==> src/rtl/tdd_frame_timer.sv <==
// TDD/FDD frame timer: sample counter with per-frame length, one-shot adjusted frame
// and registered TX/RX window indicators aligned to the counter.
module tdd_frame_timer #(
   parameter int unsigned CNT_W = 24
) (
   input  logic             clk,
   input  logic             rst,
   input  logic             en,
   input  logic             sample_en,
   input  logic             tddmode,
   input  logic [CNT_W-1:0] frame_len,
   input  logic [CNT_W-1:0] frame_adj,
   input  logic             adj_wr,
   input  logic [CNT_W-1:0] tstart,
   input  logic [CNT_W-1:0] tend,
   input  logic [CNT_W-1:0] rstart,
   input  logic [CNT_W-1:0] rend,
   output logic [CNT_W-1:0] cnt,
   output logic             frame_start,
   output logic [31:0]      frame_num,
   output logic             tx_win,
   output logic             rx_win,
   output logic             adj_pending
);

   logic [CNT_W-1:0] cur_len;
   logic [CNT_W-1:0] cnt_d;
   logic [CNT_W-1:0] len_d;
   logic [31:0]      num_d;
   logic             start_d;
   logic             pend_d;
   logic             tx_d;
   logic             rx_d;

   function automatic logic [CNT_W-1:0] nonzero(input logic [CNT_W-1:0] v);
      return (v == '0) ? CNT_W'(1) : v;
   endfunction

   // Inclusive window; start > stop means the window wraps through the frame boundary.
   function automatic logic in_win(input logic [CNT_W-1:0] c, input logic [CNT_W-1:0] s,
                                   input logic [CNT_W-1:0] e);
      if (s <= e) return (c >= s) && (c <= e);
      else        return (c >= s) || (c <= e);
   endfunction

   always_comb begin
      cnt_d   = cnt;
      len_d   = cur_len;
      num_d   = frame_num;
      start_d = 1'b0;
      pend_d  = adj_pending | adj_wr;
      if (!en) begin
         cnt_d = '0;
         len_d = nonzero(frame_len);
      end else if (sample_en) begin
         if (cnt == cur_len - CNT_W'(1)) begin
            cnt_d   = '0;
            start_d = 1'b1;
            num_d   = frame_num + 32'd1;
            len_d   = adj_pending ? nonzero(frame_adj) : nonzero(frame_len);
            // Wrap consumes the old request; a coincident adj_wr re-arms for the next wrap.
            pend_d  = adj_wr;
         end else begin
            cnt_d = cnt + CNT_W'(1);
         end
      end
      tx_d = en & (~tddmode | in_win(cnt_d, tstart, tend));
      rx_d = en & (~tddmode | in_win(cnt_d, rstart, rend));
   end

   always_ff @(posedge clk) begin
      if (rst) begin
         cnt         <= '0;
         cur_len     <= nonzero(frame_len);
         frame_num   <= '0;
         frame_start <= 1'b0;
         tx_win      <= 1'b0;
         rx_win      <= 1'b0;
         adj_pending <= 1'b0;
      end else begin
         cnt         <= cnt_d;
         cur_len     <= len_d;
         frame_num   <= num_d;
         frame_start <= start_d;
         tx_win      <= tx_d;
         rx_win      <= rx_d;
         adj_pending <= pend_d;
      end
   end

endmodule

==> config.mk <==
export PLATFORM = sky130hd
export DESIGN_NAME = tdd_frame_timer
export DESIGN_NICKNAME = d
export VERILOG_FILES = /design/src/rtl/tdd_frame_timer.sv
export SDC_FILE = /design/constraint.sdc
export NUM_CORES = 1
export LEC_CHECK = 0
export ABC_AREA = 1
export BUFFER_PORTS_ARGS = -buffer_cell sky130_fd_sc_hd__buf_4
export CAP_MARGIN = 20
export CORE_MARGIN = 3
export CORE_UTILIZATION = 39
export DETAILED_ROUTE_END_ITERATION = 6
export PLACE_DENSITY = 0.58
export SLEW_MARGIN = 15
export SYNTH_ARGS = -nofsm -noshare
export SYNTH_HDL_FRONTEND = slang
export SYNTH_SLANG_ARGS = --single-unit
==> constraint.sdc <==
create_clock -name clk -period 3.8 [get_ports clk]
set_clock_uncertainty 0.1 [all_clocks]
set_input_delay 0.19 -clock clk [delete_from_list [all_inputs] [get_ports clk]]
set_output_delay 0.19 -clock clk [all_outputs]
set_load 0.02 [all_outputs]
==> flow_summary.toml <==
[grt]
grt_start_max_net_pins = 46
grt_overflow = 0
grt_usage = 0.216
first_global_vias = 9522
grt_pass1_wl_mm = 46.3
antenna_found_initial = 0

[power_and_ir_drop]
p_seq_frac = 0.401
sw_frac_of_total = 0.293
clkPwrFrac = 0.361
comb_power_share = 0.238
p_int_uw = 1730
ir_worst_vdd_uv = 198
p_sw_uw = 714
leakage_uw = 0.00608
p_per_area_nw_per_um2 = 203

[place]
pre_cts_slack_ps = -99.5
place_inst = 1952
dp_hpwl_mm = 24.7
port-buffer-count = 209
gp_congestion = 0.930

[die]
io_pins = 210
core_area_um2 = 23800
die_w_um = 162
start_util = 0.401
die-area_um2 = 26400
die_h_um = 162
std_cell_rows = 56

[setup_path]
worstSetupStartpointType = "flip-flop"
worstSetupPathType = "flip-flop to flip-flop"
slowest_stage = "edfxtp_1"
reg2regPathDepth = 27
path_max_fanout = 8
reg2reg_slack_ps = 150
cp_data_arrival_time_ps = 3790
crit_top_cell = "nor2_1"
crit_required_ps = 3940
endpoint_kind = "flip-flop"
r2r_start = "cur_len[0]"
rr_endpoint = "rx_win"
cp_slowest_stage_delay_ps = 440

[hold_path]
hold_path.class = "primary input to flip-flop"
hold-path-cell-count = 2
hold_end = "cur_len[3]"
min_from = "frame_adj[3]"

[outcome]
outcome = "finished clean"

[sta]
setup_viol = 0
tightest_slew_ps = 619
hold_viol = 0
slew_viol_final = 0
fin_ws_ps = 146
max_slew_margin = 0.584
fmax_mhz = 274
rsz0062_at_grt = "true"
fin_crit_ps = 3650
fin_crit_sh = 0.962
holdWs_ps = 64.4

[synth]
syn_area_um2 = 9530
synth_area_leaders = "ha_1 (19%), dfxtp_1 (13%), nand2_1 (12%)"
avgSynthCellArea_um2 = 6.67
yosys.area.top_type_share = 0.193
yosysSeqAreaShare = 0.202
synth_area_leader_cell = "ha_1"
ys_ff_latch = 84
synth_cell_types = 39
synth_warnings = 0
synthCells = 1429
synth_fp_nets = 1726

[route]
postRouteWirelength_mm = 29.4
num_vias = 9867
post_drt_via_cell_ratio = 4.97
detail_route.iter0.violations = 591
wl_per_cell_um = 14.8
drc_errors = 0
ant_nets = 0
detail_route.first_pass.iterations = 5

[finish]
area_delta_synth_final_pct = 26.2
insertedDiodeCount = 0
instances_no_fill = 1984
drive_gt1_frac = 0.200
final_net_count = 1957
nFillCells = 2424
final_common_cell = "nand2_1"
finish.utilization = 0.507
final_cell_mix = "nand2_1 (306), buf_4 (240), inv_1 (238), nor2_1 (149), ha_1 (143)"

[clocking]
clock_latency_ps = 340
root_buffer = "clkbuf_16"
cts.sinks = 84
cts_tree = "yes"
clkTransAtPathRegs_ps = 60
numCtsBuffers = 9
cts.htree.levels = 3
clock_path_buffers = 2

[job]
cap_violations = 0
kinds of logic after synthesis:
kind of cell / synth area share
AOI/OAI and AO/OA: 0.102
xor gates and xnor gates: 0.0551
adders and majority gates: 0.193
buffers and inverters: 0.118
DFF: 0.202
muxes: 0.00118
and+or+nand+nor: 0.330
sequential cells by signal (all words and copies together), names as in the netlist:
signal       flops
adj_pending      1
cur_len         24
rx_win           1
cnt             24
tx_win           1
frame_num       32
frame_start      1
area by class of cell:
| class | count | area (um2) | share of cell area |
|---|---|---|---|
| clock buffers | 12 | 238 | 0.0198 |
| clock inverters | 4 | 50.0 | 0.00416 |
| inverters | 240 | 901 | 0.0749 |
| multi-input cells | 1079 | 6650 | 0.553 |
| flip-flops and latches | 84 | 1920 | 0.160 |
| well taps | 319 | 399 | 0.0332 |
| repair buffers | 246 | 1870 | 0.156 |
how the worst max path moves through the flow:
stage | depth (start not counted) | endpoint | from
after floorplan | 26 | rx_win | cur_len[0]
after global placement | 27 | rx_win | cur_len[0]
after detailed placement | 25 | rx_win | cur_len[0]
after CTS | 24 | tx_win | cur_len[0]
after global routing | 28 | rx_win | cur_len[0]
final | 27 | rx_win | cur_len[0]
power groups by stage:
| stage | clock [uW] | combinational [uW] | sequential, uW |
|---|---|---|---|
| after detailed placement | 0 | 555 | 997 |
| final | 881 | 580 | 978 |
| after CTS | 902 | 561 | 977 |
| after global placement | 0 | 546 | 997 |
| after global routing | 937 | 660 | 982 |
| after floorplan | 0 | 328 | 993 |
cell usage after synthesis:
library cell and count:
nor2_1 160, nor3b_1 4, nand2_2 4, mux2_2 1, ha_1 147, xor2_1 40, edfxtp_1 24, a21o_1 1
nand4_1 68, o31ai_1 1, nor2_4 4, buf_6 12, o22ai_1 19, nand3b_1 4, o211ai_1 3, o21ai_1 1
nand2_1 311, nand3_2 2, o21ai_2 1, nand2_4 3, o21ai_0 40, o21bai_1 6, nor2_2 27, inv_1 240
nand3_4 2, buf_2 1, clkbuf_1 11, nor2_8 3, o21a_1 1, a211oi_1 1, and2_1 1, xnor2_1 20
nor3_1 38, a31oi_1 3, nand3_1 52, dfxtp_1 60, a21oi_1 104, nor4_1 7, buf_12 2
per-layer routing:
metal	track usage	part of all wire	up-vias	routed length [um]
met5	0	0	-	0
met4	0.0651	0.025	0	725
met1	0.296	0.48	4356	14000
met2	0.352	0.44	305	12900
met3	0.0315	0.059	43	1720
li1	-	-	5163	-
worst max-delay path: cells and delay by family (launching register included):
kind,cells,cell delay [ps]
AND/OR/NAND/NOR,21,2070
adder cells (fa/ha/maj),2,460
flip-flops,1,440
buffers and inverters,3,390
AO/OA/AOI/OAI,1,70
per-stage QoR:
step                area (um2)  power (uW)  setup TNS (ps)
CTS                      11800        2440               0
global route             12000        2580            -244
detailed placement       11400        1550            -169
finish                   12000        2440               0
global placement         11400        1540               0
floorplan                 9530        1320               0
what timing repair did:
item | CTS | global route
gates resized for setup | 2 | 47
pin swaps | 1 | 36
hold endpoints to repair | 1 | 0
hold buffers | 1 | 0
setup buffers | 3 | 12
gates cloned | 0 | 0
setup endpoints to repair | 2 | 2
(Power assumes the default switching activity.)
